--- src/rtl/ether_firewall.sv ---
// Receive-path MAC filter: checks the destination (and optionally the ethertype) of a
// dibit-serial Ethernet frame, strips the 14-byte header and forwards payload dibits only.
module ether_firewall #(
  parameter logic [47:0] MY_MAC     = 48'h69_69_5A_06_54_91,
  parameter bit          CHECK_TYPE = 1'b0,
  parameter logic [15:0] ETHERTYPE  = 16'h0800
) (
  input  logic       clk,
  input  logic       rst,
  input  logic       axiiv,
  input  logic [1:0] axiid,
  output logic       axiov,
  output logic [1:0] axiod
);

  typedef enum logic [2:0] {
    IDLE = 3'd0,
    DEST = 3'd1,
    SRC  = 3'd2,
    TYPE = 3'd3,
    PASS = 3'd4,
    DROP = 3'd5
  } state_t;

  localparam logic [5:0] LAST_DEST = 6'd23;
  localparam logic [5:0] LAST_SRC  = 6'd47;
  localparam logic [5:0] LAST_TYPE = 6'd55;
  localparam logic [5:0] CNT_SAT   = 6'd56;

  state_t     state_q, state_d;
  logic [5:0] cnt_q, cnt_d;
  logic       mac_miss_q, mac_miss_d;
  logic       bcast_miss_q, bcast_miss_d;
  logic       type_miss_q, type_miss_d;
  logic       axiov_q, axiov_d;
  logic [1:0] axiod_q, axiod_d;

  // Expected dibit per header position; padded to 32 so any 5-bit index is legal.
  logic [1:0] mac_tbl  [32];
  logic [1:0] type_tbl [8];

  genvar gi;
  generate
    for (gi = 0; gi < 32; gi++) begin : g_mac_tbl
      if (gi < 24) begin : g_used
        assign mac_tbl[gi] = MY_MAC[47-2*gi -: 2];
      end else begin : g_pad
        assign mac_tbl[gi] = 2'b00;
      end
    end
    for (gi = 0; gi < 8; gi++) begin : g_type_tbl
      assign type_tbl[gi] = ETHERTYPE[15-2*gi -: 2];
    end
  endgenerate

  always_ff @(posedge clk) begin
    if (rst) begin
      state_q      <= IDLE;
      cnt_q        <= 6'd0;
      mac_miss_q   <= 1'b0;
      bcast_miss_q <= 1'b0;
      type_miss_q  <= 1'b0;
      axiov_q      <= 1'b0;
      axiod_q      <= 2'b00;
    end else begin
      state_q      <= state_d;
      cnt_q        <= cnt_d;
      mac_miss_q   <= mac_miss_d;
      bcast_miss_q <= bcast_miss_d;
      type_miss_q  <= type_miss_d;
      axiov_q      <= axiov_d;
      axiod_q      <= axiod_d;
    end
  end

  always_comb begin
    state_d      = state_q;
    cnt_d        = cnt_q;
    mac_miss_d   = mac_miss_q;
    bcast_miss_d = bcast_miss_q;
    type_miss_d  = type_miss_q;
    if (!axiiv) begin
      state_d      = IDLE;
      cnt_d        = 6'd0;
      mac_miss_d   = 1'b0;
      bcast_miss_d = 1'b0;
      type_miss_d  = 1'b0;
    end else begin
      cnt_d = (cnt_q == CNT_SAT) ? CNT_SAT : cnt_q + 6'd1;
      case (state_q)
        // IDLE shares the DEST path so dibit 0 is evaluated on the first valid cycle.
        IDLE, DEST: begin
          mac_miss_d   = mac_miss_q | (axiid != mac_tbl[cnt_q[4:0]]);
          bcast_miss_d = bcast_miss_q | (axiid != 2'b11);
          if (cnt_q == LAST_DEST) begin
            state_d = (mac_miss_d && bcast_miss_d) ? DROP : SRC;
          end else begin
            state_d = DEST;
          end
        end
        SRC: begin
          if (cnt_q == LAST_SRC) state_d = TYPE;
        end
        TYPE: begin
          type_miss_d = type_miss_q | (CHECK_TYPE && (axiid != type_tbl[cnt_q[2:0]]));
          if (cnt_q == LAST_TYPE) state_d = type_miss_d ? DROP : PASS;
        end
        PASS, DROP: state_d = state_q;
        default: state_d = IDLE;
      endcase
    end
  end

  always_comb begin
    axiov_d = (state_q == PASS) && axiiv;
    axiod_d = axiov_d ? axiid : 2'b00;
  end

  assign axiov = axiov_q;
  assign axiod = axiod_q;

endmodule

--- config.mk ---
export PLATFORM = sky130hd
export DESIGN_NAME = ether_firewall
export DESIGN_NICKNAME = d
export VERILOG_FILES = /design/src/rtl/ether_firewall.sv
export SDC_FILE = /design/constraint.sdc
export NUM_CORES = 1
export LEC_CHECK = 0
export BUFFER_PORTS_ARGS = -buffer_cell sky130_fd_sc_hd__buf_4
export CAP_MARGIN = 20
export CORE_UTILIZATION = 39
export CTS_BUF_LIST = sky130_fd_sc_hd__clkbuf_2
export DETAILED_ROUTE_END_ITERATION = 16
export SLEW_MARGIN = 0
export SYNTH_ARGS = -nofsm -noshare
export SYNTH_HDL_FRONTEND = slang
export SYNTH_SLANG_ARGS = --single-unit
--- constraint.sdc ---
create_clock -name clk -period 5 [get_ports clk]
set_input_delay 0.25 -clock clk [delete_from_list [all_inputs] [get_ports clk]]
set_output_delay 0.25 -clock clk [all_outputs]
set_load 0.1 [all_outputs]
### Word level (Yosys, flattened, before mapping)

Memory sizes are Yosys's and may differ from the RTL's.
Cells that the tools add are included.

* add/subtract/negate cells: 1
* order comparisons: 1
* eq/ne operators: 13
* multiplexer cells: 8
* bitwise gates (word level): 6
* reductions and logical operators: 9

Operators with widths (count)
* == test 6 bit, second input constant: 3
* 2-to-1 mux 3 bit: 4
* one-hot mux 3 bit (4 select lines): 1
* OR reduction 2 bit: 4
* adder 6 x 1 -> 6 bit, second input constant: 1
* == test 3 x 2 -> 1 bit, second input constant: 2
* == test 3 bit, second input constant: 2
* == test 6 x 5 -> 1 bit, second input constant: 1
* greater-or-equal comparator 6 bit, second input constant: 1
* 2-to-1 mux 6 bit: 1
* != test 2 bit, second input constant: 3
* NOT 5 -> 6 bit: 1
* 2-to-1 mux 2 bit: 2
* == test 3 x 1 -> 1 bit, second input constant: 1
* logical NOT 3 bit: 1
* NOT 1 bit: 3
* AND reduction 3 bit: 1
* OR reduction 3 bit: 1
* logical AND 1 bit: 2
* != test 2 bit: 1
* bitwise OR 1 bit: 2

* bits in registers: 14
* ROM bits: 64
* bits of input ports: 5
* output and inout bits: 3
* logic and storage cells: 46
* memories kept: 1

Memories
* (no name shown): words 32, width 2, rd ports 1, clocked after memory_dff 0, write ports 0, RTL line 93 `mac_miss_d = mac_miss_q | (axiid != mac_tbl[cnt_q[4:0]]);`

### Depth between registers and ports, before layout

Gate-level depths: netlist (run 1).

* depth after elaboration: 10
* mapped depth: 7
* depth with buffers taken out: 7

### Worst setup path after synthesis (run 1)

No wires, ideal clock.

* path kind: register to register
* start point: register cnt_q[0]
* end point: register state_q[1]
* setup time: 0.116 ns
* arrival: 1.724 ns
* required time: 4.884 ns
* setup slack: 3.160 ns
* cell stages (with the launch flop): 8
* buffers on the path: 0
* period minus slack after synthesis: 1.840 ns
* path through: dfxtp_1 > inv_1 > ha_1 > or3b_1 > o211ai_2 > mux2i_1 > nor3_2 > o211a_1

* cells in the longest elaborated chain, start to end: 10
* elaborated cells on any way between the ends: 16
* classes of those cells: 6 x eq/ne; 5 x mux; 2 x bitwise; 2 x reduce/logical; 1 x memory

Ends and longest elaborated chain
* from (decl): RTL line 31 `logic [5:0] cnt_q, cnt_d;`
* from (signal assigned): RTL line 67 `cnt_q <= cnt_d;`
* NOT 5 -> 6 bit (not written as such): RTL line 93
* memory read (32 x 2 bit)
* 2-to-1 mux 2 bit (not written as such) (2 in a row): RTL line 93
* != test 2 bit: RTL line 93
* bitwise OR 1 bit: RTL line 93
* logical AND 1 bit: RTL line 96 `state_d = (mac_miss_d && bcast_miss_d) ? DROP : SRC;`
* 2-to-1 mux 3 bit: RTL line 96
* 2-to-1 mux 3 bit: RTL line 95 `if (cnt_q == LAST_DEST) begin`
* one-hot mux 3 bit (4 select lines): RTL line 90 `case (state_q)`
* to (signal assigned): RTL line 66 `state_q <= state_d;`
* to (decl): RTL line 30 `state_t state_q, state_d;`

Several ways; a longest one is shown, not always the timed one. The select of a mux whose other input is x is not followed.
A chain may end at the register's enable or synchronous reset.

### Worst setup path after layout (run 1)

Ends and elaborated chain as after synthesis.

==> results by group, run 1 <==
Timing
  • Slew Limit Fails: 0
  • Final Hold Viols: 0
  • Worst Setup Slack, final: 2995 ps
  • Final setup viols: 0
  • F_max: 498.7 MHz
  • Slew margin rel.: 71.77%
  • Max Clock Skew: 2.962 ps
  • RSZ-0062 raised after global routing: false
  • Final critical-path share of the clock period: 40.10%
  • Fin Setup TNS: 0 ps
  • Worst Max-Slew Pin Slew: 418.0 ps
  • Tmin final: 2005 ps

Clock network
  • Clock Latency Late Sink: 280 ps
  • Post-CTS setup buffer count: 0
  • Post-CTS sizing: 0
  • Clk sinks: 14
  • CTS tree: done
  • Num CTS Buffers: 3
  • Hold buffers post-CTS: 0
  • H-tree levels: 1
  • Clock Tree Root: clkbuf_2
  • Clk pin slew, worst setup/hold paths: 120 ps
  • Clk buf depth: 2

Final layout
  • Non-Filler Instances: 130
  • Multi-input combinational cell area: 490.5 sq um
  • Synthesis-to-finish area growth: 8.537%
  • Fill cells: 208
  • Final nets: 114
  • Share of cells above drive strength 1: 13.59%
  • Core Util, Final: 45.41%
  • Total area of sequential cells: 280.3 sq um
  • # diodes: 0
  • Final instance area: 890.9 sq um

Detailed routing
  • DR vias/cell: 5.392
  • DRT Wirelength: 1.562 mm
  • Vias post-DR: 701
  • DRT antenna net count: 0
  • WL per Instance: 12.02 microns
  • First-pass DRT Iterations: 4
  • 1st-iter DRT viols: 31
  • Drt drc: 0

Worst setup path
  • CP startpoint kind: register
  • Crit path max fanout: 6
  • Crit Path Category: register to register
  • CP cell instances: inv_1 > ha_1 > or3b_1 > o211ai_2 > mux2i_1 > nor3_2 > o211a_1
  • Crit path from: cnt_q[0]$_SDFF_PP0_
  • CP Buf/Inv Count: 1
  • Crit path max-delay cell type: dfxtp_1
  • Levels on crit path: 7
  • Critical Path RT: 5190 ps
  • Worst setup EP type: register
  • Worst-case reg-to-reg path depth: 7
  • Worst R2R Setup Slack: 2990 ps
  • CP peak stage delay: 440 ps
  • CP delay by family, top: simple AND/OR/NAND/NOR gates
  • FF-to-FF Start: cnt_q[0]$_SDFF_PP0_
  • RR Endpoint: state_q[1]$_SDFFE_PP0P_
  • Worst Setup EP: state_q[1]$_SDFFE_PP0P_
  • CP arrival: 2190 ps

Logic synthesis
  • Sequential fraction of the synthesis area: 34.15%
  • Largest area contributor in the netlist: dfxtp_1
  • Synth top cells by count: dfxtp_1, nor2_1, nand2_1
  • Post-Syn Area: 820.8 sq um
  • Yosys top cell area share: 34.15%
  • Synth unique cells: 38
  • Yosys warning count: 0
  • Number of synthesized register bits: 14
  • Async S/R FF share, synth: 0%
  • Syn avg cell area: 8.462 sq um
  • Synth top area cells: dfxtp_1, ha_1, nor2_1, mux2i_1, nand2_1
  • Count leader, synth: dfxtp_1
  • Post-Syn Nets: 106
  • Number of flops mapped to enable cells by yosys: 0
  • Post-Syn Instances: 97
  • Most used DFF post-synth: dfxtp_1

Floorplanning
  • Die ar.: 2292 sq um
  • Num ports: 8
  • Initial Util: 41.84%
  • Die width: 47.88 microns
  • Die H: 47.88 microns
  • Site Rows: 16
  • Total core area: 1962 sq um

Pwr
  • Flop pwr share: 61.8%
  • Clock network fraction of total power: 27.4%
  • P_int: 0.0001395 W
  • Power Dens Cells: 211.0 nW/um^2
  • Sw power: 0.00004845 W
  • Logic pwr share: 10.8%
  • Sw Share: 25.77%
  • VDD IR max: 0.1334 mV
  • Leak: 0.3453 nW

GRT
  • Number of global-route vias before repair: 558
  • Antenna violations before repair: 0
  • Total GRT Usage: 15.60%
  • Pin count of the biggest net entering global routing: 13
  • First-pass GRT wire length: 2.415 mm
  • Grt ovf: 0

Placed design
  • GP Congestion: 0.8212
  • I/O Buffers: 7
  • Post-DP HPWL: 1.211 mm
  • Place WS: 3011 ps
  • Cell count after placement: 127
  • Placed Area: 875.8 sq um

Status
  • Status: finished clean

Hold path
  • Hold Path Class: input pin to register

Job
  • Maxcap violations: 0
-- per-stage QoR --
step,hold WS [ps],total power [W]
2_1_floorplan,371.7,0.0001322
3_3_place_gp,441.8,0.0001385
3_5_place_dp,456.4,0.0001390
4_1_cts,199.4,0.0001895
5_1_grt,182.6,0.0001975
6_report,196.6,0.0001880
-- power by group through the flow --
stage          combinational (W)  sequential [W]  clock (W)
2_1_floorplan          0.0000142        0.000118          0
3_3_place_gp           0.0000200        0.000119          0
3_5_place_dp           0.0000203        0.000119          0
4_1_cts                0.0000204        0.000116  0.0000528
5_1_grt                0.0000229        0.000117  0.0000579
6_report               0.0000202        0.000116  0.0000515
-- worst reg2reg max path, cell delays in order, from the launching register on --
cell,delay [ps]
dfxtp_1,440
inv_1,90
ha_1,310
or3b_1,370
o211ai_2,90
mux2i_1,280
nor3_2,90
o211a_1,240
-- routing by layer --
metal,part of all wire [%],GRT usage [%],vias to the layer above
met3,4.9,5.660,2
met4,0.70,5.000,0
met5,0,0,-
li1,-,-,359
met2,50,26.49,16
met1,45,18.16,324
-- cells in the final DEF (no fill, tap or decap), types with 4 or more instances in the layout --
| cell | instances |
|---|---|
| a21oi_1 | 5 |
| inv_1 | 5 |
| dfxtp_1 | 14 |
| nor2_1 | 11 |
| nand2_1 | 7 |
| buf_4 | 7 |
| ha_1 | 4 |
| o21ai_0 | 5 |
-- layout make-up --
class / count / share of cell area [%]
clock buffer: 3 / 1.685
multi-input combinational: 74 / 55.06
inverter: 5 / 2.107
sequential: 14 / 31.46
tap: 27 / 3.792
timing repair buffer: 7 / 5.899
-- logic make-up after synthesis --
family / Yosys count / share of synthesized area [%]
mux: 3 / 3.659
xor+xnor: 2 / 2.135
buf+inv: 9 / 6.097
compound gates: 22 / 17.99
flops: 14 / 34.15
fa+ha+maj: 4 / 6.098
simple gates: 43 / 29.88
-- registers in the layout (all words and copies together) (netlist names) --
name          count
axiod             2
axiov             1
bcast_miss_q      1
cnt_q             6
mac_miss_q        1
state_q           3
-- worst min path at each step --
stage | from | end | slack (ps) | cells past startpoint
after global routing | axiid[0] | axiod[0]$_SDFF_PP0_ | 180 | 2
after global placement | bcast_miss_q$_SDFFE_PP0P_ | bcast_miss_q$_SDFFE_PP0P_ | 440 | 2
after detailed placement | bcast_miss_q$_SDFFE_PP0P_ | bcast_miss_q$_SDFFE_PP0P_ | 460 | 2
after CTS | axiid[0] | axiod[0]$_SDFF_PP0_ | 200 | 2
after floorplan | axiid[0] | axiod[0]$_SDFF_PP0_ | 370 | 1
final | axiid[0] | axiod[0]$_SDFF_PP0_ | 200 | 2
Note: power is estimated with default switching activity, not from simulation.
==> run 2: changes to the inputs <==
--- a/config.mk
+++ b/config.mk
@@ -5,6 +5,7 @@
 export SDC_FILE = /design/constraint.sdc
 export NUM_CORES = 1
 export LEC_CHECK = 0
+export ABC_AREA = 1
 export BUFFER_PORTS_ARGS = -buffer_cell sky130_fd_sc_hd__buf_4
 export CAP_MARGIN = 20
 export CORE_UTILIZATION = 39
==> constraint.sdc (replaced) <==
create_clock -name clk -period 1.85 [get_ports clk]
set_input_delay 0.0925 -clock clk [delete_from_list [all_inputs] [get_ports clk]]
set_output_delay 0.0925 -clock clk [all_outputs]
set_load 0.1 [all_outputs]
==> run 2 against run 1 <==
Effect of this change: maximum frequency up 20%; clock skew rose by 12 ps; routed wire length shrank 3.4%; critical path type unchanged; highest routed layer unchanged.
==> results by group, run 2 <==
GRT
  • Grt ovf: 0
  • Total GRT Usage: 16.48%
  • Pin count of the biggest net entering global routing: 10
  • First-pass GRT wire length: 2.532 mm
  • Antenna violations before repair: 0
  • Number of global-route vias before repair: 651

Pwr
  • Power Dens Cells: 571.2 nW/um^2
  • Leak: 0.4088 nW
  • VDD IR max: 0.3302 mV
  • Design Power: 0.0005181 W

Final layout
  • Final nets: 138
  • Most frequent cells in the layout: nand2_1, inv_1, dfxtp_1, nor2_1, buf_4
  • # diodes: 0
  • Non-Filler Instances: 153
  • Top reg by flops: cnt_q
  • Fill cells: 197
  • Max FFs per register: 6
  • Most common cell after layout, fill and taps aside: nand2_1
  • Share of cells above drive strength 1: 17.19%
  • Synthesis-to-finish area growth: 16.37%
  • Final instance area: 907.1 sq um
  • Core Util, Final: 50.35%

Clock network
  • Clk pin slew, worst setup/hold paths: 140 ps
  • Clock Latency Late Sink: 280 ps
  • Post-CTS setup buffer count: 0
  • Clk sinks: 14
  • H-tree levels: 1
  • Num CTS Buffers: 3
  • Clock Tree Root: clkbuf_2
  • Clk buf depth: 2
  • CTS tree: done
  • Hold buffers post-CTS: 0
  • Post-CTS sizing: 0

Status
  • Status: finished clean

Timing
  • Final Hold Viols: 0
  • Max Clock Skew: 15.16 ps
  • Worst Max-Slew Pin Slew: 386.7 ps
  • RSZ-0062 raised after global routing: false
  • Tmin final: 1677 ps
  • Slew margin rel.: 74.02%
  • Slew Limit Fails: 0
  • Final critical-path share of the clock period: 90.67%
  • Final setup viols: 0
  • F_max: 596.2 MHz
  • Fin Setup TNS: 0 ps

Logic synthesis
  • Synth top cells by count: nand2_1, inv_1, dfxtp_1, nor2_1, nand3_1
  • XOR/XNOR share of the synthesized area: 1.124%
  • Number of synthesized register bits: 14
  • Post-synthesis compound-gate area fraction: 8.347%
  • Mux contribution to synthesized area: 0%
  • Syn avg cell area: 6.778 sq um
  • Count leader, synth: nand2_1
  • Largest family of logic cells by synthesized area: simple AND/OR/NAND/NOR gates
  • Yosys warning count: 0
  • Synth unique cells: 20
  • Post-Syn Area: 779.5 sq um
  • Yosys top cell area share: 35.96%
  • Async S/R FF share, synth: 0%
  • Synth top area cells: dfxtp_1, nand2_1, inv_1, ha_1, nand3_1
  • Adder-Cell Fraction of Synth Area: 6.421%
  • Sequential fraction of the synthesis area: 35.96%
  • Post-Syn Instances: 115
  • Synth Area in Simple Gates: 37.56%
  • Post-Syn Nets: 124
  • Most used DFF post-synth: dfxtp_1
  • Number of flops mapped to enable cells by yosys: 0
  • Largest area contributor in the netlist: dfxtp_1

Hold path
  • Hold Path Class: input pin to register

Job
  • Maxcap violations: 0

Placed design
  • Post-DP HPWL: 1.197 mm
  • I/O Buffers: 7
  • Placed Area: 874.6 sq um
  • Cell count after placement: 149
  • GP Congestion: 0.8423

Worst setup path
  • CP startpoint kind: register
  • Crit Path Category: register to register
  • CP Buf/Inv Count: 1
  • Worst setup EP type: register
  • CP arrival: 1870 ps
  • Crit-path most repeated cell: nand2_1
  • Critical Path RT: 2040 ps
  • Crit path max-delay cell type: dfxtp_2
  • CP cell instances: buf_4 > ha_1 > nand2_1 > nand4_1 > nand2_1 > nand2_1 > nand2_1 > nand3_2 > nand2_2 > nand2_1 > nand2_1 > nand2_1 > nand2_1 > a21oi_1
  • CP delay by family, top: simple AND/OR/NAND/NOR gates
  • CP peak stage delay: 340 ps
  • Crit path max fanout: 4

Detailed routing
  • Drt drc: 0
  • DRT antenna net count: 0
  • Routed wl met3: 88 microns
  • DR vias/cell: 4.843
  • 1st-iter DRT viols: 15
  • DRT Wirelength: 1.509 mm
  • Top sig layer: met4
  • Met2 WL post-DR: 701 microns
  • First-pass DRT Iterations: 4
  • Post-Route M1 WL: 702 microns
  • Vias post-DR: 741
  • WL per Instance: 9.863 microns

Floorplanning
  • Num ports: 8
  • Site Rows: 15
  • Total core area: 1802 sq um
  • Die H: 46.71 microns
  • Die width: 46.71 microns
  • Initial Util: 43.26%
  • Die ar.: 2181 sq um
[run 2: tightest hold or removal path: cells and delay by family]
kind | cells | cell delay, ps
buf+inv | 2 | 190
simple gates | 1 | 60
[run 2: cells by family after synthesis]
logic type | count (synthesis)
adder cells (fa/ha/maj) | 4
XOR/XNOR | 1
AO/OA/AOI/OAI | 12
flip-flops | 14
buffers and inverters | 20
AND/OR/NAND/NOR | 64
[run 2: final cells by class]
class / count / area (sq um) / share of cell area [%]
Multi-Input combinational cell: 81 / 429.2 / 47.31
Sequential cell: 14 / 281.5 / 31.03
Timing Repair Buffer: 10 / 75.07 / 8.276
Inverter: 19 / 71.32 / 7.862
Tap cell: 25 / 31.28 / 3.448
Clock buffer: 3 / 15.01 / 1.655
Clock inverter: 1 / 3.754 / 0.4138
[run 2: path summary, 6_finish.rpt]
path                             end                 from  depth (start not counted)  slack (ps)
max          state_q[0]$_SDFFE_PP0P_  cnt_q[0]$_SDFF_PP0_                         14         170
min              axiod[1]$_SDFF_PP0_             axiid[1]                          3          90
max reg2reg  state_q[0]$_SDFFE_PP0P_  cnt_q[0]$_SDFF_PP0_                         14         170
min reg2reg      cnt_q[0]$_SDFF_PP0_  cnt_q[0]$_SDFF_PP0_                          2         530
[run 2: metrics by stage]
step / setup slack [ps] / hold WS [ps]
after floorplan: 162.0 / 256.0
after global placement: 141.8 / 403.6
after detailed placement: 120.5 / 404.8
after CTS: 100.9 / 81.97
after global routing: 20.17 / 77.36
final: 172.7 / 91.01
[run 2: report_power, final]
part	switching (W)	leakage, nW	internal, W
sequential	0.00000465	0.114	0.000308
combinational	0.0000335	0.281	0.0000283
clock	0.0000970	0.0140	0.0000469
[run 2: per-layer routing]
| metal | track usage (%) | vias to the layer above |
|---|---|---|
| met5 | 0 | - |
| met4 | 5.143 | 0 |
| met3 | 5.882 | 5 |
| met2 | 28.33 | 18 |
| met1 | 19.01 | 328 |
| li1 | - | 390 |
